--- src/rtl/sim_trap_monitor.sv ---
// sim_trap_monitor: watches the retire ports of a simulated core. It halts on
// ebreak or after a long run with nothing retired, and reports the exit status
// along with cycle and retired-instruction counts.
// Optional feature: define SIM_TRAP_FINISH_EN to print the exit status and call
// $finish on entering DONE. Without it the design contains no system tasks.
module sim_trap_monitor #(
    parameter int NR_CH        = 1,
    parameter int XLEN         = 64,
    parameter int IDLE_LIMIT   = 1024,
    parameter int DRAIN_CYCLES = 2
) (
    input  logic                  clock,
    input  logic                  reset,
    input  logic [NR_CH-1:0]      retire_valid,
    input  logic [32*NR_CH-1:0]   retire_inst,
    input  logic [XLEN*NR_CH-1:0] retire_pc,
    input  logic [XLEN-1:0]       a0,
    output logic                  halt,
    output logic                  good_trap,
    output logic                  timeout,
    output logic [XLEN-1:0]       exit_code,
    output logic [XLEN-1:0]       halt_pc,
    output logic [63:0]           cycle_cnt,
    output logic [63:0]           instret_cnt
);

    localparam logic [31:0] EBREAK = 32'h00100073;

    typedef enum logic [1:0] {RUN, DRAIN, DONE} state_t;

    state_t          state;
    logic [31:0]     drain_cnt;
    logic [31:0]     idle_cnt;
    logic            good_pend;
    logic            to_pend;

    logic            ebreak_hit;
    logic            timeout_hit;
    logic            trigger;
    logic            trig_good;
    logic [XLEN-1:0] trap_pc;
    logic [3:0]      trap_add;
    logic [3:0]      all_add;

    // Find the lowest-index ebreak and the retire counts for this cycle.
    always_comb begin
        // NOTE: every combinational output gets a default first so no latch is inferred.
        ebreak_hit = 1'b0;
        trap_pc    = '0;
        trap_add   = '0;
        all_add    = '0;
        for (int i = 0; i < NR_CH; i++) begin
            if (retire_valid[i]) begin
                all_add = all_add + 4'd1;
                // Channels up to and including the trapping one still retire.
                if (!ebreak_hit) begin
                    trap_add = trap_add + 4'd1;
                end
                if (!ebreak_hit && retire_inst[32*i +: 32] == EBREAK) begin
                    ebreak_hit = 1'b1;
                    trap_pc    = retire_pc[XLEN*i +: XLEN];
                end
            end
        end
        timeout_hit = (IDLE_LIMIT != 0) && (idle_cnt == 32'(IDLE_LIMIT));
        trigger     = ebreak_hit || timeout_hit;
        trig_good   = ebreak_hit && (a0 == '0);
    end

    // Trap FSM, counters and latched exit status.
    always_ff @(posedge clock) begin
        // NOTE: sequential state uses non-blocking assignments only.
        if (reset) begin
            state       <= RUN;
            drain_cnt   <= '0;
            idle_cnt    <= '0;
            good_pend   <= 1'b0;
            to_pend     <= 1'b0;
            halt        <= 1'b0;
            good_trap   <= 1'b0;
            timeout     <= 1'b0;
            exit_code   <= '0;
            halt_pc     <= '0;
            cycle_cnt   <= '0;
            instret_cnt <= '0;
        end else begin
            case (state)
                RUN: begin
                    if (cycle_cnt != '1) begin
                        cycle_cnt <= cycle_cnt + 64'd1;
                    end
                    if (retire_valid != '0) begin
                        idle_cnt <= '0;
                    end else if (IDLE_LIMIT != 0) begin
                        idle_cnt <= idle_cnt + 32'd1;
                    end
                    if (trigger) begin
                        // ebreak wins over a simultaneous timeout.
                        instret_cnt <= instret_cnt + 64'(ebreak_hit ? trap_add : all_add);
                        halt_pc     <= ebreak_hit ? trap_pc : '0;
                        exit_code   <= ebreak_hit ? a0 : '1;
                        good_pend   <= trig_good;
                        to_pend     <= !ebreak_hit;
                        if (DRAIN_CYCLES == 0) begin
                            state     <= DONE;
                            halt      <= 1'b1;
                            good_trap <= trig_good;
                            timeout   <= !ebreak_hit;
                        end else begin
                            state     <= DRAIN;
                            drain_cnt <= '0;
                        end
                    end else begin
                        instret_cnt <= instret_cnt + 64'(all_add);
                    end
                end
                DRAIN: begin
                    // Retire inputs are ignored; just count down the drain window.
                    if (drain_cnt == 32'(DRAIN_CYCLES - 1)) begin
                        state     <= DONE;
                        halt      <= 1'b1;
                        good_trap <= good_pend;
                        timeout   <= to_pend;
                    end else begin
                        drain_cnt <= drain_cnt + 32'd1;
                    end
                end
                DONE: begin
                    // Terminal until reset.
                end
                default: state <= RUN;
            endcase
        end
    end

`ifdef SIM_TRAP_FINISH_EN
    // Report the exit status on the first edge in DONE, then end simulation.
    always @(posedge clock) begin
        if (!reset && halt) begin
            $display("sim_trap_monitor: %s halt_pc=0x%0h exit_code=0x%0h cycles=%0d instret=%0d",
                     timeout ? "TIMEOUT" : (good_trap ? "GOOD" : "BAD"),
                     halt_pc, exit_code, cycle_cnt, instret_cnt);
            $finish;
        end
    end
`else
`endif

endmodule

--- config.mk ---
export PLATFORM = sky130hd
export DESIGN_NAME = sim_trap_monitor
export DESIGN_NICKNAME = d
export VERILOG_FILES = /design/src/rtl/sim_trap_monitor.sv
export SDC_FILE = /design/constraint.sdc
export NUM_CORES = 1
export LEC_CHECK = 0
export ABC_AREA = 1
export ABC_CLOCK_PERIOD_IN_PS = 3800
export CORE_AREA = 2 2 321 164
export DETAILED_ROUTE_END_ITERATION = 10
export DIE_AREA = 0 0 323 166
export PLACE_DENSITY = 0.6
export SLEW_MARGIN = 40
export SYNTH_ARGS = -nofsm -noshare
export SYNTH_HDL_FRONTEND = slang
export SYNTH_SLANG_ARGS = --single-unit
--- constraint.sdc ---
create_clock -name clock -period 3.8 [get_ports clock]
set_input_delay 0.95 -clock clock [delete_from_list [all_inputs] [get_ports clock]]
set_output_delay 0.95 -clock clock [all_outputs]
set_load 0.02 [all_outputs]
# Word level (Yosys, flattened, before mapping)
# Index checks and enable logic that the tools add are counted.
# Widths: inputs -> output; s select.
dict set report word_totals {
  regBits 327
  out_inout_bits 259
}
dict set report classes {
  n_addsub 4
  n_eq_ne 9
  muxes 14
  bitwise 1
  reduce_logical 11
}
# op count
set op_table {}
lappend op_table {{$mux 64} 4}
lappend op_table {{$mux 32} 3}
lappend op_table {{$add 32x1->32 const B} 2}
lappend op_table {{$add 64x1->64 const B} 1}
lappend op_table {{$add 64x4->64} 1}
lappend op_table {{$logic_not 64->1} 1}
lappend op_table {{$ne 64x64->1 const B} 1}
lappend op_table {{$pmux 32 s2} 1}
lappend op_table {{$eq 32x1->1 const B} 1}
lappend op_table {{$eq 32x11->1 const B} 1}
lappend op_table {{$eq 32x21->1 const B} 1}
lappend op_table {{$ne 2x2->1 const B} 3}
lappend op_table {{$pmux 2 s3} 1}
lappend op_table {{$reduce_and 2->1} 3}
lappend op_table {{$reduce_and 3->1} 2}
lappend op_table {{$mux 2} 2}
lappend op_table {{$mux 1} 3}
lappend op_table {{$eq 2x1->1 const B} 1}
lappend op_table {{$eq 2x2->1 const B} 1}
lappend op_table {{$logic_not 2->1} 1}
lappend op_table {{$reduce_bool 2->1} 1}
lappend op_table {{$logic_and 1x1->1} 1}
lappend op_table {{$logic_not 1->1} 1}
lappend op_table {{$logic_or 1x1->1} 1}
lappend op_table {{$not 1->1} 1}

# Longest topological paths before layout
# Gate-level depths: netlist (run 1).
dict set report logic_depth {
  ltp_word 6
  depth_mapped 13
  ltp_nobuf 12
}

# Worst setup path before layout (run 1)
# No wires, ideal clock.
dict set report synth_path {
  path_kind {input port to flip-flop}
  start {input port retire_valid}
  end {register instret_cnt[40]}
  t_arrival_ps 2348
  required_time_ps 3684
  setup_slack_ps 1337
  path_stages 11
  path_cell_list {ha_1 -> ha_1 -> nand3_1 -> nor2_2 -> nand2_1 -> nor2_1 -> nand2_1 -> nor2_1 -> nand2_1 -> o21ai_0 -> nor2_1}
}
dict set report synth_via {
  elab_chain_cells 2
}
# element line_no
set synth_lines {}
lappend synth_lines {{start, declared} 14} ;# input logic [NR_CH-1:0] retire_valid,
lappend synth_lines {{$mux 1} 53} ;# if (retire_valid[i]) begin
lappend synth_lines {{$add 64x4->64} 114} ;# instret_cnt <= instret_cnt + 64'(all_add);
lappend synth_lines {{end signal, assigned} 99} ;# instret_cnt <= instret_cnt + 64'(ebreak_hit ? trap_add : all_add);
lappend synth_lines {{end signal, assigned} 114}
lappend synth_lines {{end, declared} 24} ;# output logic [63:0] instret_cnt
# Every way passes these cells.
# A chain may end at the register's enable or synchronous reset.

# Final worst setup path (run 1)
dict set report layout_path {
  start {register cycle_cnt[31]}
  end {register cycle_cnt[25]}
}
dict set report layout_via {
  elab_chain_cells 2
}
# element line_no
set layout_lines {}
lappend layout_lines {{start, declared} 23} ;# output logic [63:0] cycle_cnt,
lappend layout_lines {{start signal, assigned} 90} ;# cycle_cnt <= cycle_cnt + 64'd1;
lappend layout_lines {{$ne 64x64->1} 89} ;# if (cycle_cnt != '1) begin
lappend layout_lines {{$reduce_and 2->1 (no source line)} -}
# Every way passes these cells.

==> impl_metrics.env, run 1 <==
export IMPL_max_freq_mhz=334.7
export IMPL_place_congestion=0.9894
export IMPL_critPathKind="reg -> reg"
export IMPL_critPathMaxFanout=22
export IMPL_clock_latency_ns=0.54
export IMPL_cts_root_buf="clkbuf_16"
export IMPL_drc=0
export IMPL_post_drt_via_cell_ratio=5.133
export IMPL_hold_violations=0
export IMPL_fin_nets=3131
export IMPL_cts_buffer_depth=3
export IMPL_initial_core_util_pct=32.56
export IMPL_area_growth_pct=36.58
export IMPL_internal_power_w=0.005581
export IMPL_min_path_type="reg -> reg"
export IMPL_skew_ns=0.02234
export IMPL_hold_ws_ns=0.4595
export IMPL_grt_use_total_pct=23.91
export IMPL_min_period_ns=2.988
export IMPL_cts_tree="yes"
export IMPL_syn_inst=2583
export IMPL_ys_seq_elements=327
export IMPL_syn_area_sq_mm=0.01663
export IMPL_grt_first_pass_wirelength_mm=101.1
export IMPL_ant_nets=0
export IMPL_core_area_sq_mm=0.05108
export IMPL_grt_pass1_vias=16905
export IMPL_drt_total_wl_mm=66.54
export IMPL_async_flop_share_pct=0
export IMPL_grt_antenna_before_repair=0
export IMPL_synth_cell_type_count=39
export IMPL_synth_avg_cell_area_sq_um=6.439
export IMPL_switchingPower_w=0.001655
export IMPL_grt_max_degree=91
export IMPL_ys_seq_area_share_pct=39.36
export IMPL_ios=422
export IMPL_port_buffers=421
export IMPL_slew_headroom_pct=46.63
export IMPL_overflow=0
export IMPL_reg2reg_slack_ns=0.81
export IMPL_met2_usage_pct=30.61
export IMPL_die_area_sq_mm=0.05362
export IMPL_crit_arrival_ns=3.44
export IMPL_crit_required_ns=4.25
export IMPL_cts_sinks=327
export IMPL_end_kind="flip-flop"
export IMPL_seqPwrFrac_pct=47.6
export IMPL_wl_per_cell_microns=18.06
export IMPL_busiest_layer="met1"
export IMPL_finalCritPeriodShare_pct=78.62
export IMPL_outcome="finished clean"
export IMPL_peakVddDrop_uv=314.3
export IMPL_dpl_cell_area_sq_mm=0.02159
export IMPL_final_setup_tns_ns=0
export IMPL_powerDensity_mw_per_mm2=318.5
export IMPL_setup_viol=0
export IMPL_holdBufCountCts=0
export IMPL_synth_edf_count=0
export IMPL_yosys_warnings=0
export IMPL_clkSlewWorstSetupHoldPaths_ns=0.06
export IMPL_finalPower_w=0.007235
export IMPL_dp_hpwl_mm=50.30
export IMPL_power_switching_share_pct=22.87
export IMPL_met1_usage_pct=38.35
export IMPL_cts_resized=0
export IMPL_grt_met3_usage_pct=7.366
export IMPL_clockPowerShare_pct=47.9
export IMPL_finalInstanceArea_sq_mm=0.02272
export IMPL_die_h_microns=166
export IMPL_worstMarginPinSlew_ns=0.7945
export IMPL_dpl_worst_slack_ns=0.3939
export IMPL_fillCellCount=5230
export IMPL_post_cts_setup_buffer_count=0
export IMPL_num_antenna_cells=0
export IMPL_drt_initial_drc_count=2164
export IMPL_first_pass_iters=5
export IMPL_rows=59
export IMPL_setup_slack_ns=0.8124
export IMPL_maxSlewViolCount=0
export IMPL_vias=18911
export IMPL_die_w_microns=323
export IMPL_drive_gt1_share_pct=3.889
export IMPL_cap_violations=0
export IMPL_synth_flop_cell="dfxtp_1"
export IMPL_cts_buffers=36
export IMPL_htree_levels=2
export IMPL_p_leak_nw=7.760
export IMPL_power_frac_comb_pct=4.6
export IMPL_critPathLaunchType="flip-flop"
export IMPL_rsz0062_at_grt="no"
export IMPL_syn_nets=2753
-- final cells by class --
cell class	count	area (sq um)	area share, %
multi-input cells	1935	8865	39.02
flip-flops and latches	327	6546	28.82
repair buffers	445	4497	19.80
clock buffers	52	1031	4.538
well taps	701	877.1	3.861
inverters	216	813.3	3.580
clock inverters	8	87.58	0.3855
-- cell usage after synthesis (all sizes together), types with 5 or more instances --
master / count / share of area, %
nand2: 591 / 13
nor2: 434 / 10
dfxtp: 327 / 39
nand3: 265 / 8.0
a21oi: 264 / 7.9
inv: 216 / 4.9
nor3: 178 / 5.4
clkbuf: 70 / 1.6
nand4: 52 / 2.0
o21ai: 50 / 1.6
buf: 35 / 1.1
xnor2: 19 / 1.0
xor2: 17 / 0.90
or2: 14 / 0.53
nand3b: 8 / 0.36
ha: 7 / 0.53
a211oi: 6 / 0.27
o21bai: 6 / 0.27
nor4: 5 / 0.19
o21a: 5 / 0.23
-- final timing paths --
kind	startpoint	end	cells after the start
worst max-delay path	cycle_cnt[31]	cycle_cnt[25]	9
worst min-delay path	halt_pc[26]	halt_pc[26]	2
worst max register to register	cycle_cnt[31]	cycle_cnt[25]	9
worst min register to register	halt_pc[26]	halt_pc[26]	2
-- metrics by stage --
step	cells	util, %
6_report	3684	44.47
5_1_grt	3684	44.47
4_1_cts	3684	44.46
3_5_place_dp	3624	42.27
3_3_place_gp	3621	42.11
2_1_floorplan	2583	-
-- power groups by stage --
stage          registers [W]  clock network [W]  logic (W)
2_1_floorplan        0.00352                  0  0.0000918
3_3_place_gp         0.00352                  0   0.000320
3_5_place_dp         0.00352                  0   0.000330
4_1_cts              0.00344            0.00355   0.000332
5_1_grt              0.00344            0.00371   0.000356
6_report             0.00344            0.00346   0.000331
-- registers in the layout, summed over array words and instances (netlist names) --
| signal | count |
|---|---|
| instret_cnt | 64 |
| good_trap | 1 |
| halt_pc | 64 |
| exit_code | 64 |
| cycle_cnt | 64 |
| halt | 1 |
| to_pend | 1 |
| timeout | 1 |
| idle_cnt | 32 |
| good_pend | 1 |
| state | 2 |
| drain_cnt | 32 |
-- worst max-delay path: stages, from the launching register on --
cell and delay, ns:
dfxtp_1 0.44, nand2_1 0.24, nor2_1 0.65, nand2_1 0.11, nor2_1 0.20, nand2_4 0.18, o21ai_4 0.47, buf_4 0.35
nand2_1 0.08, a21oi_1 0.15
-- placed cells by master, fill, tap and decap left out, drive strengths merged, types with 3 or more instances in the layout --
master         netlist  routed
nand2              591     591
a21oi              264     264
dfxtp              327     327
nand4               52      52
clkdlybuf4s50        0     420
o21a                 5       5
clkbuf              70      52
nor4                 5       5
a211oi               6       6
nor3b                3       3
inv                216     218
nor3               178     178
xnor2               19      19
buf                 35      25
xor2                17      17
clkinv               0       5
o21ai               50      50
nor2               434     434
and2                 3       3
ha                   7       7
o21bai               6       6
nand3              265     265
nand3b               8       8
or2                 14      14
-- kinds of logic (layout without fill, tap and decap cells) --
family	Yosys count	in the layout	share of synthesized area, %
AND/OR/NAND/NOR	1554	1554	40.05
AO/OA/AOI/OAI	338	338	10.62
flip-flops	327	327	39.36
buffers and inverters	321	721	7.545
XOR/XNOR	36	36	1.896
adder cells (fa/ha/maj)	7	7	0.5266
-- per-layer routing --
| metal | routed length (microns) | part of all wire [%] |
|---|---|---|
| met4 | 826 | 1.2 |
| met5 | 0 | 0 |
| met2 | 24750 | 37 |
| met1 | 33310 | 50 |
| met3 | 7655 | 12 |
Power figures use the tool's default switching activity.
==> run 2: changes to the inputs <==
ABC_CLOCK_PERIOD_IN_PS = 2470   (was 3800)
PLACE_DENSITY = 0.62   (was 0.6)
clock period = 2.47 ns   (was 3.8 ns; I/O delays follow)
==> run 2 against run 1 <==
  * Global-route usage rose by 0.76 points
  * Via count rose by 2.0%
  * Power rose by 57%
  * Design area rose by 3.4%
  * Hold slack got worse by 0.0013 ns
  * Worst setup slack got worse by 0.78 ns
  * Die area did not move
  * Clock power rose by 60%
  * Clock skew fell by 0.0085 ns
  * Wire length rose by 3.1%
  * Critical endpoint is now cycle_cnt[34]
==> impl_metrics.env, run 2 (same netlist as run 1, synthesis figures left out) <==
export IMPL_max_freq_mhz=410.9
export IMPL_critical_path_top_delay_family="buffers and inverters"
export IMPL_cts_buffer_depth=3
export IMPL_cts_tree="yes"
export IMPL_place_congestion=1.020
export IMPL_drive_gt1_share_pct=7.019
export IMPL_dpl_worst_slack_ns=-0.4576
export IMPL_hold_violations=0
export IMPL_num_antenna_cells=0
export IMPL_min_path_type="reg -> reg"
export IMPL_layout_commonest_cell="nand2_1"
export IMPL_die_area_sq_mm=0.05362
export IMPL_slew_headroom_pct=52.91
export IMPL_grt_first_pass_wirelength_mm=104.1
export IMPL_finalPower_w=0.01133
export IMPL_drc=0
export IMPL_skew_ns=0.01382
export IMPL_cpMaxStageDelayCell="clkdlybuf4s50_1"
export IMPL_crit_cells=2
export IMPL_dp_hpwl_mm=52.36
export IMPL_critPathMaxFanout=5
export IMPL_min_period_ns=2.434
export IMPL_critPathKind="reg -> out"
export IMPL_fin_nets=3213
export IMPL_cts_sinks=327
export IMPL_die_w_microns=323
export IMPL_whs_path_depth=2
export IMPL_max_stage_delay_ns=0.64
export IMPL_grt_pass1_vias=17607
export IMPL_crit_required_ns=1.85
export IMPL_reg2reg_slack_ns=0.13
export IMPL_setup_slack_ns=0.03615
export IMPL_grt_antenna_before_repair=0
export IMPL_p_leak_nw=8.248
export IMPL_powerDensity_mw_per_mm2=482.6
export IMPL_worstMarginPinSlew_ns=0.7064
export IMPL_setup_viol=0
export IMPL_final_cell_mix="583 x nand2_1, 417 x clkdlybuf4s50_1, 412 x nor2_1"
export IMPL_ant_nets=0
export IMPL_grt_use_total_pct=24.67
export IMPL_critPathLaunchType="flip-flop"
export IMPL_die_h_microns=166
export IMPL_first_pass_iters=7
export IMPL_post_cts_setup_buffer_count=0
export IMPL_initial_core_util_pct=32.56
export IMPL_reg2reg_depth=11
export IMPL_htree_levels=2
export IMPL_rsz0062_at_grt="yes"
export IMPL_rows=59
export IMPL_path_cells="buf_4, clkdlybuf4s50_1"
export IMPL_crit_arrival_ns=1.82
export IMPL_clock_latency_ns=0.53
export IMPL_cts_root_buf="clkbuf_16"
export IMPL_core_area_sq_mm=0.05108
export IMPL_post_drt_via_cell_ratio=5.126
export IMPL_port_buffers=421
export IMPL_clkSlewWorstSetupHoldPaths_ns=0.06
export IMPL_outcome="finished clean"
export IMPL_holdBufCountCts=0
export IMPL_cap_violations=0
export IMPL_finalCritPeriodShare_pct=98.54
export IMPL_ios=422
export IMPL_end_kind="output port"
export IMPL_hold_ws_ns=0.4582
export IMPL_peakVddDrop_uv=504.7
export IMPL_maxSlewViolCount=0
export IMPL_wl_per_cell_microns=18.22
export IMPL_finish_utilization_pct=45.97
export IMPL_overflow=0
export IMPL_vias=19294
export IMPL_drt_initial_drc_count=2184
export IMPL_drt_total_wl_mm=68.59
export IMPL_path_buf_inv=2
export IMPL_grt_max_degree=81
export IMPL_fillCellCount=5246
export IMPL_cts_buffers=35
export IMPL_area_growth_pct=41.18
run 2: changes by cell type in the layout (fill, tap and decap cells not counted), moves of 3 or more:
cell and delta:
buf_12 +8, nor2_1 -12, bufinv_16 +3, buf_4 +79, clkdlybuf4s50_1 -3, clkbuf_8 -3
nor2_4 +6, buf_16 -3, nor2_2 +6
run 2: worst paths after layout:
path	start	endpoint
hold reg to reg	good_trap	good_trap
setup / recovery	cycle_cnt[34]	cycle_cnt[34]
setup reg to reg	cycle_cnt[15]	cycle_cnt[22]
hold / removal	good_trap	good_trap
run 2: metrics by stage:
| stage | TNS (ns) | cells | cell area [sq um] |
|---|---|---|---|
| floorplan | 0 | 2583 | 16630 |
| global placement | -11.90 | 3707 | 22260 |
| detailed placement | -17.33 | 3707 | 22260 |
| CTS | 0 | 3764 | 23410 |
| global route | -0.03204 | 3764 | 23480 |
| finish | 0 | 3764 | 23480 |
run 2: worst min-delay path: cells and delay by family, from the launching register on:
family	cells	cell delay (ns)
flops	1	0.31
compound gates	1	0.05
simple gates	1	0.06
run 2: metal layers:
layer	vias up	global-route usage, %	part of all wire, %
li1	9389	-	-
met1	8892	38.58	49
met2	918	30.73	36
met3	93	9.744	13
met4	2	4.429	1.8
met5	-	1.422	0.16
run 2: repair_timing:
item,in CTS,in global routing
pin swaps,0,1
gates resized for setup,2,24
endpoints found under the setup margin,2,35
run 2: report_power, final:
group	switching [W]	internal, W
logic	0.000224	0.000291
registers	0.0000134	0.00528
clock network	0.00226	0.00326
run 2: final cells by class:
class / count / area (sq um) / area share (%)
multi-input cells: 1935 / 8932 / 38.04
flip-flops and latches: 327 / 6549 / 27.89
repair buffers: 528 / 5156 / 21.96
clock buffers: 48 / 1007 / 4.289
well taps: 701 / 877.1 / 3.735
inverters: 216 / 810.8 / 3.453
clock inverters: 9 / 148.9 / 0.6341
